<file path="src/rtl/pipe_hazard_ctrl.sv">
// Hazard and stall controller for the 5-stage pipeline.
// Produces the PC, IF/ID and ID/EX load enables and flushes. It handles
// load-use bubbles, taken-branch squashes and multi-cycle MDU waits, where a
// wait that runs too long is abandoned. A saturating counter records the
// cycles in which the PC was held.
module pipe_hazard_ctrl #(
    parameter int TIMEOUT = 64,
    parameter int CNT_W   = 32
) (
    input  logic             clk,
    input  logic             rst,
    input  logic [4:0]       id_rs1,
    input  logic [4:0]       id_rs2,
    input  logic             id_use_rs1,
    input  logic             id_use_rs2,
    input  logic             ex_mem_read,
    input  logic [4:0]       ex_rd,
    input  logic             ex_is_mdu,
    input  logic             mdu_done,
    input  logic             branch_taken,
    output logic             pc_load,
    output logic             ifid_load,
    output logic             ifid_flush,
    output logic             idex_load,
    output logic             idex_flush,
    output logic             mdu_timeout,
    output logic [CNT_W-1:0] stall_cycles
);

    localparam int WCNT_W = $clog2(TIMEOUT + 1);
    localparam logic [WCNT_W-1:0] WAIT_LAST = WCNT_W'(TIMEOUT - 1);
    localparam logic [CNT_W-1:0]  STALL_MAX = '1;

    typedef enum logic {
        RUN      = 1'b0,
        MDU_WAIT = 1'b1
    } state_t;

    state_t            state;
    state_t            state_next;
    logic [WCNT_W-1:0] wait_cnt;
    logic [WCNT_W-1:0] wait_cnt_next;
    logic              set_timeout;
    logic              lu_haz;

    // Load-use hazard: the load in EX writes a register the ID instruction reads; x0 never counts.
    always_comb begin
        lu_haz = ex_mem_read && (ex_rd != 5'd0) &&
                 ((id_use_rs1 && (id_rs1 == ex_rd)) ||
                  (id_use_rs2 && (id_rs2 == ex_rd)));
    end

    // Next-state and output decode. MDU issue outranks a branch, and a branch outranks a load-use bubble.
    always_comb begin
        state_next    = state;
        wait_cnt_next = wait_cnt;
        set_timeout   = 1'b0;
        pc_load       = 1'b0;
        ifid_load     = 1'b0;
        ifid_flush    = 1'b0;
        idex_load     = 1'b0;
        idex_flush    = 1'b0;
        if (!rst) begin
            case (state)
                RUN: begin
                    if (ex_is_mdu) begin
                        state_next    = MDU_WAIT;
                        wait_cnt_next = '0;
                    end else if (branch_taken) begin
                        pc_load    = 1'b1;
                        ifid_load  = 1'b1;
                        ifid_flush = 1'b1;
                        idex_load  = 1'b1;
                        idex_flush = 1'b1;
                    end else if (lu_haz) begin
                        idex_load  = 1'b1;
                        idex_flush = 1'b1;
                    end else begin
                        pc_load   = 1'b1;
                        ifid_load = 1'b1;
                        idex_load = 1'b1;
                    end
                end
                MDU_WAIT: begin
                    if (mdu_done || (wait_cnt == WAIT_LAST)) begin
                        pc_load     = 1'b1;
                        ifid_load   = 1'b1;
                        idex_load   = 1'b1;
                        state_next  = RUN;
                        set_timeout = !mdu_done;
                    end else begin
                        wait_cnt_next = wait_cnt + 1'b1;
                    end
                end
                default: begin
                    state_next = RUN;
                end
            endcase
        end
    end

    // State and wait-counter registers.
    always_ff @(posedge clk or posedge rst) begin
        if (rst) begin
            state    <= RUN;
            wait_cnt <= '0;
        end else begin
            state    <= state_next;
            wait_cnt <= wait_cnt_next;
        end
    end

    // Sticky timeout flag. Only a reset clears it.
    always_ff @(posedge clk or posedge rst) begin
        if (rst) begin
            mdu_timeout <= 1'b0;
        end else if (set_timeout) begin
            mdu_timeout <= 1'b1;
        end
    end

    // Saturating count of cycles in which the PC was held.
    always_ff @(posedge clk or posedge rst) begin
        if (rst) begin
            stall_cycles <= '0;
        end else if (!pc_load && (stall_cycles != STALL_MAX)) begin
            stall_cycles <= stall_cycles + 1'b1;
        end
    end

endmodule

</file>
<file path="config.mk">
export PLATFORM = sky130hd
export DESIGN_NAME = pipe_hazard_ctrl
export DESIGN_NICKNAME = d
export VERILOG_FILES = /design/src/rtl/pipe_hazard_ctrl.sv
export SDC_FILE = /design/constraint.sdc
export NUM_CORES = 1
export LEC_CHECK = 0
export CORE_MARGIN = 1.5
export CORE_UTILIZATION = 43
export DETAILED_ROUTE_END_ITERATION = 6
export PLACE_DENSITY_LB_ADDON = 0.25
export SLEW_MARGIN = 5
export SYNTH_ARGS = -nofsm -noshare
export SYNTH_HDL_FRONTEND = slang
export SYNTH_SLANG_ARGS = --single-unit
</file>
<file path="constraint.sdc">
create_clock -name clk -period 2.7 [get_ports clk]
set_input_delay 0.81 -clock clk [delete_from_list [all_inputs] [get_ports clk]]
set_output_delay 0.81 -clock clk [all_outputs]
set_load 0.03 [all_outputs]
</file>
==> results of run 1 <==
layer usage:
| layer | global-route usage [%] | up-vias | routed length (um) |
|---|---|---|---|
| met2 | 31.7 | 44 | 2530 |
| met3 | 4.15 | 6 | 256 |
| met1 | 25.3 | 917 | 2390 |
| met5 | 0 | - | 0 |
| met4 | 8.33 | 0 | 81 |
| li1 | - | 935 | - |
logic make-up (layout without fill, tap and decap cells):
family	Yosys count	count (layout)	share of synthesized area, %
simple gates	100	100	26.5
xor+xnor	41	41	16.0
flops	41	41	45.7
compound gates	23	23	8.14
buf+inv	10	98	2.56
fa+ha+maj	2	2	1.11
state kept, by name, indices dropped and copies added, names as in the netlist:
name	cells
state	1
mdu_timeout	1
wait_cnt	7
stall_cycles	32
what timing repair did:
| action | 4_1_cts | 5_1_grt |
|---|---|---|
| resized for setup | 44 | 9 |
| endpoints found under the hold margin | 0 | 0 |
| buffers inserted | 1 | 0 |
| setup endpoints to repair | 23 | 14 |
| pin swaps | 9 | 10 |
layout make-up:
type | instances | area (sq um)
Sequential cell | 41 | 1030
Timing Repair Buffer | 84 | 802
Tap cell | 70 | 87.6
Multi-Input combinational cell | 166 | 1260
Clock buffer | 6 | 82.6
Clock inverter | 2 | 37.5
Inverter | 6 | 22.5
Fill cell | 440 | 1760
cell usage after synthesis, drive strengths merged:
library cell | n | area share [%]
nand2 | 25 | 4.2
nor2b | 2 | 0.56
ha | 2 | 1.1
nor2 | 16 | 2.9
and4 | 1 | 0.39
o211ai | 1 | 0.33
buf | 4 | 1.6
and3 | 3 | 0.84
a21oi | 2 | 0.78
or4 | 1 | 0.33
inv | 6 | 1.0
or3 | 2 | 0.78
nor3 | 6 | 1.8
nand3b | 1 | 0.33
nor4 | 5 | 3.6
a22o | 2 | 0.78
and2 | 2 | 0.56
and2b | 1 | 0.33
a31oi | 1 | 0.95
a211oi | 1 | 0.56
dfrtp | 41 | 46
nand3 | 13 | 3.1
nand2b | 2 | 0.56
o31ai | 2 | 0.67
a31o | 2 | 0.78
a21o | 2 | 0.67
o21a | 3 | 1.0
xnor2 | 34 | 13
nand4 | 18 | 5.3
o22ai | 1 | 0.28
and4b | 1 | 0.61
o21ai | 6 | 1.3
xor2 | 7 | 2.7
nor3b | 1 | 0.33
path summary, 6_finish.rpt:
| path | from | to | slack (ns) | cells past startpoint |
|---|---|---|---|---|
| max | ex_rd[1] | idex_flush | -0.18 | 6 |
| min | mdu_timeout | mdu_timeout | 0.48 | 1 |
| max reg2reg | wait_cnt[0] | stall_cycles[21] | 0.22 | 11 |
| min reg2reg | mdu_timeout | mdu_timeout | 0.48 | 1 |
| max in group asynchronous | rst | stall_cycles[13] | 1.48 | 4 |
| min in group asynchronous | rst | wait_cnt[3] | 0.82 | 4 |
power groups by stage:
stage | combinational [mW] | sequential [mW] | clock, mW
after CTS | 0.643 | 0.837 | 0.529
after detailed placement | 0.631 | 0.848 | 0
after global routing | 0.714 | 0.864 | 0.553
after floorplan | 0.274 | 0.938 | 0
final | 0.653 | 0.844 | 0.520
after global placement | 0.622 | 0.842 | 0
==> metrics.md, run 1 <==
| Metric | Value |
|---|---|
| Status | `complete, but fails checks` |
| Failing checks | `setup timing` |
| First-pass GRT wire length | `8310 um` |
| TNS Setup | `-0.484 ns` |
| Finished layout cell area | `3320 sq um` |
| Cell mode on critical path | `buf_6` |
| TritonCTS buffer count | `5` |
| Pre-CTS setup slack | `-1.01 ns` |
| Commonest non-fill, non-tap cells in the layout | `clkdlybuf4s50_1 (41), dfrtp_1 (41), xnor2_1 (34), nand2_1 (25), buf_4 (22)` |
| 1st-iter DRT viols | `107` |
| Pleak | `1.38 nW` |
| # setup viols final | `3` |
| Die width | `75.3 um` |
| Nets@finish | `329` |
| CP required | `1.89 ns` |
| Register bit total from synthesis | `41` |
| Internal | `1.32 mW` |
| Sequential share of power | `41.8%` |
| Post-DR wirelength/cell | `14.0 um` |
| Synthesized area | `2240 sq um` |
| DIE HEIGHT | `75.3 um` |
| CTS tree | `yes` |
| Cell family with most CP delay | `simple AND/OR/NAND/NOR gates` |
| Clock tree buffer depth | `2` |
| Fmax | `0.347 GHz` |
| Post-Syn Nets | `242` |
| Vias | `1902` |
| Switching Fraction | `34.6%` |
| Clock skew | `0.0121 ns` |
| Largest net degree at the start of global routing | `32` |
| Final core utilization | `65.4%` |
| Cell Rows | `26` |
| CP peak stage delay | `0.52 ns` |
| I/O Pins | `61` |
| DRC Markers | `0` |
| Synth Instances | `217` |
| Worst EP arrival | `2.07 ns` |
| Post-DRT Antenna Nets | `0` |
| RSZ-0062 raised after global routing | `yes` |
| CTS Hold Bufs | `0` |
| Worst Tran Pin Value | `0.520 ns` |
| Mean Syn Cell Area | `10.3 sq um` |
| Worst slew margin | `65.2%` |
| Area growth syn-to-layout | `47.9%` |
| Clk_lat worst skew | `0.30 ns` |
| Max-Cap Viols | `0` |
| Register area share after synthesis | `45.7%` |
| Starting Density | `44.2%` |
| Layout cells sized above 1 | `22.6%` |
| CTS root buffer | `clkbuf_8` |
| Hold/Removal Path Class | `reg2reg` |
| Total power | `2.02 mW` |
| Synth warnings | `0` |
| Drt total wl | `5250 um` |
| Synth unique cells | `44` |
| CP max FO | `2` |
| Initial antenna violation count | `0` |
| Combinational power share | `32.4%` |
| Number of iterations in the first detailed-routing pass | `4` |
| Power density cells | `608 nW/um^2` |
| Clock transition at path regs | `0.09 ns` |
| Crit start category | `input pin` |
| Avg Vias per Cell | `5.07` |
| Antenna Cells | `0` |
| GRT Residual Overflow | `0` |
| Core Area | `5070 sq um` |
| Crit end category | `output pin` |
| Vias in the first global route | `1822` |
| Gpl congestion | `0.806` |
| Die area | `5660 sq um` |
| Port-buffer cells | `60` |
| Peak VDD IR | `0.000612 V` |
| H-tree Lvls | `2` |
| Tcrit/Tclk final | `107%` |
| Clock group share of total power | `25.8%` |
| Setup CP Type | `in2out` |
| Fin Hold WS | `0.478 ns` |
| Cell Chain, Critical Path | `buf_6 > or4_4 > o21ai_2 > and2b_1 > o21a_4 > buf_6` |
| Critical-path top delay cell | `or4_4` |
| Clock sinks | `41` |
| Dpl cell area | `3110 sq um` |
| Slew Limit Fails | `0` |
| Dpl cells | `366` |
| DP Wirelength | `3780 um` |
| Tot GR Track Use | `19.5%` |
| Final Hold Fails | `0` |
| NetSw | `0.698 mW` |
| Final setup margin | `-0.181 ns` |
| Final worst path period need | `2.88 ns` |
| CP Buf/Inv Count | `2` |
| Non-Filler Instances | `375` |
No activity file was read; power rests on OpenSTA's default activity.
==> run 2: changes to the inputs <==
--- a/config.mk
+++ b/config.mk
@@ -5,6 +5,8 @@
 export SDC_FILE = /design/constraint.sdc
 export NUM_CORES = 1
 export LEC_CHECK = 0
+export CAP_MARGIN = 20
+export CORE_ASPECT_RATIO = 0.75
 export CORE_MARGIN = 1.5
 export CORE_UTILIZATION = 43
 export DETAILED_ROUTE_END_ITERATION = 6
==> run 2 against run 1 <==
The run still ends with setup timing left. Utilization grew 1.1 points. Critical path depth stayed put. Register-to-register slack is essentially flat. Final cell count decreased by 1.6%. Wire length up 3.8%. Power shrank 4.6%. Non-clock buffer count increased by 4. Count of clock-buffer cells in the layout shrank 1. Global-route usage rose by 1.0 points.
==> metrics.md, run 2 (synthesis results as in run 1) <==
| Metric | Value |
|---|---|
| Number of iterations in the first detailed-routing pass | `4` |
| Max-Cap Viols | `0` |
| Tot GR Track Use | `20.5%` |
| Worst slew margin | `61.2%` |
| Die area | `5670 sq um` |
| Gpl congestion | `0.831` |
| # setup viols final | `3` |
| H-tree Lvls | `2` |
| Die width | `86.4 um` |
| TritonCTS buffer count | `5` |
| Clock tree buffer depth | `2` |
| Cell mode on critical path | `buf_6` |
| First-pass GRT wire length | `9200 um` |
| Crit end category | `output pin` |
| Final setup margin | `-0.204 ns` |
| Status | `complete, but fails checks` |
| Dpl cells | `358` |
| Clock transition at path regs | `0.08 ns` |
| Hold_sp | `mdu_timeout` |
| Post-DRT Antenna Nets | `0` |
| Max reg flops | `32` |
| Peak VDD IR | `0.000725 V` |
| Worst Hold Path Cells | `1` |
| DP Wirelength | `3900 um` |
| Starting Density | `45.3%` |
| Reg2reg path depth | `11` |
| Worst Hold End | `mdu_timeout` |
| GRT Residual Overflow | `0` |
| Reg-to-reg setup timing slack | `0.23 ns` |
| CP peak stage delay | `0.52 ns` |
| Worst EP arrival | `2.09 ns` |
| Clock sinks | `41` |
| Non-Filler Instances | `369` |
| Antenna Cells | `0` |
| Pleak | `1.40 nW` |
| Initial antenna violation count | `0` |
| Post-DR wirelength/cell | `14.8 um` |
| RSZ-0062 raised after global routing | `yes` |
| CP max FO | `2` |
| Cell Rows | `22` |
| Vias in the first global route | `1978` |
| Nets@finish | `333` |
| Clock skew | `0.00536 ns` |
| Slew Limit Fails | `0` |
| Area growth syn-to-layout | `46.8%` |
| I/O Pins | `61` |
| R2R Path End | `stall_cycles[23]` |
| Final Hold Fails | `0` |
| Finished layout cell area | `3290 sq um` |
| Hold/Removal Path Class | `reg2reg` |
| Final worst path period need | `2.90 ns` |
| DRC Markers | `0` |
| DIE HEIGHT | `65.6 um` |
| 1st-iter DRT viols | `90` |
| Tcrit/Tclk final | `108%` |
| Core Area | `4950 sq um` |
| Dpl cell area | `3100 sq um` |
| Drt total wl | `5450 um` |
| Most common cell after layout, fill and taps aside | `dfrtp_1` |
| Commonest non-fill, non-tap cells in the layout | `dfrtp_1 (41), clkdlybuf4s50_1 (39), xnor2_1 (33), nand2_1 (25), buf_4 (22)` |
| Critical-path top delay cell | `or4_4` |
| CP required | `1.89 ns` |
| Avg Vias per Cell | `5.29` |
| Power density cells | `584 nW/um^2` |
| Biggest regs | `stall_cycles x32, wait_cnt x7` |
| CTS root buffer | `clkbuf_8` |
| Worst Tran Pin Value | `0.579 ns` |
| Setup CP Type | `in2out` |
| Crit start category | `input pin` |
| Fmax | `0.344 GHz` |
| CTS tree | `yes` |
| Largest Register | `stall_cycles` |
| Port-buffer cells | `60` |
| Cell Chain, Critical Path | `buf_6 > or4_4 > o21ai_2 > and2b_1 > o21a_4 > buf_6` |
| Vias | `1953` |
| CTS Hold Bufs | `0` |
| Worst R2R Start | `wait_cnt[0]` |
| Clk_lat worst skew | `0.29 ns` |
| Layout cells sized above 1 | `23.3%` |
| Largest net degree at the start of global routing | `43` |
| Failing checks | `setup timing` |
run 2: layout make-up:
cell class	count	area, sq um
inverter	6	22.5
timing repair buffer	88	858
fill	402	1660
clock buffer	5	68.8
clock inverter	3	17.5
tap	60	75.1
sequential	41	1030
multi-input combinational	166	1230
run 2: through the flow:
stage	TNS, ns	hold WS, ns	worst slack [ns]	power, mW	utilization, %
after detailed placement	-11.68	0.467	-0.999	1.48	62.5
final	-0.570	0.486	-0.204	1.92	66.5
after CTS	-0.522	0.497	-0.209	1.89	64.4
after global routing	-0.796	0.527	-0.252	2.04	66.5
after global placement	-10.17	0.473	-0.991	1.47	62.5
after floorplan	-0.188	0.450	-0.172	1.21	-
run 2: how the worst max path moves through the flow:
stage / start / to / slack, ns
detailed placement: ex_rd[1] / idex_flush / -1.0
finish: ex_rd[2] / idex_flush / -0.20
global route: ex_rd[2] / ifid_load / -0.25
CTS: ex_rd[2] / idex_flush / -0.21
floorplan: ex_rd[1] / pc_load / -0.17
global placement: ex_rd[1] / idex_flush / -0.99
run 2: where the power goes:
part / leakage, nW / switching, mW / internal (mW) / total, mW
registers: 0.524 / 0.131 / 0.709 / 0.840
logic: 0.835 / 0.354 / 0.329 / 0.683
clock network: 0.0439 / 0.221 / 0.179 / 0.400
run 2: worst max-delay path: cells and delay by family:
kind,cells,cell delay [ns]
simple gates,2,0.72
compound gates,2,0.34
buf+inv,2,0.22
run 2: what timing repair did:
| action | in CTS | in global routing |
|---|---|---|
| resized for setup | 37 | 15 |
| pin swaps | 8 | 10 |
| hold endpoints to repair | 0 | 0 |
| cloned | 0 | 1 |
| setup buffers | 1 | 2 |
| endpoints found under the setup margin | 19 | 30 |
run 2: layer usage:
layer / share of wire [%] / global-route usage (%) / up-vias
li1: - / - / 945
met4: 0.81 / 4.23 / 0
met3: 5.4 / 4.15 / 9
met1: 49 / 28.5 / 927
met5: 0 / 0 / -
met2: 45 / 33.3 / 72
==> run 3: changes to the inputs <==
--- a/config.mk
+++ b/config.mk
@@ -10,6 +10,7 @@
 export CORE_MARGIN = 1.5
 export CORE_UTILIZATION = 43
 export DETAILED_ROUTE_END_ITERATION = 6
+export HOLD_SLACK_MARGIN = 0.12
 export PLACE_DENSITY_LB_ADDON = 0.25
 export SLEW_MARGIN = 5
 export SYNTH_ARGS = -nofsm -noshare
==> results of run 3 <==
Final layout, timing and power as in run 2 (identical DEF).
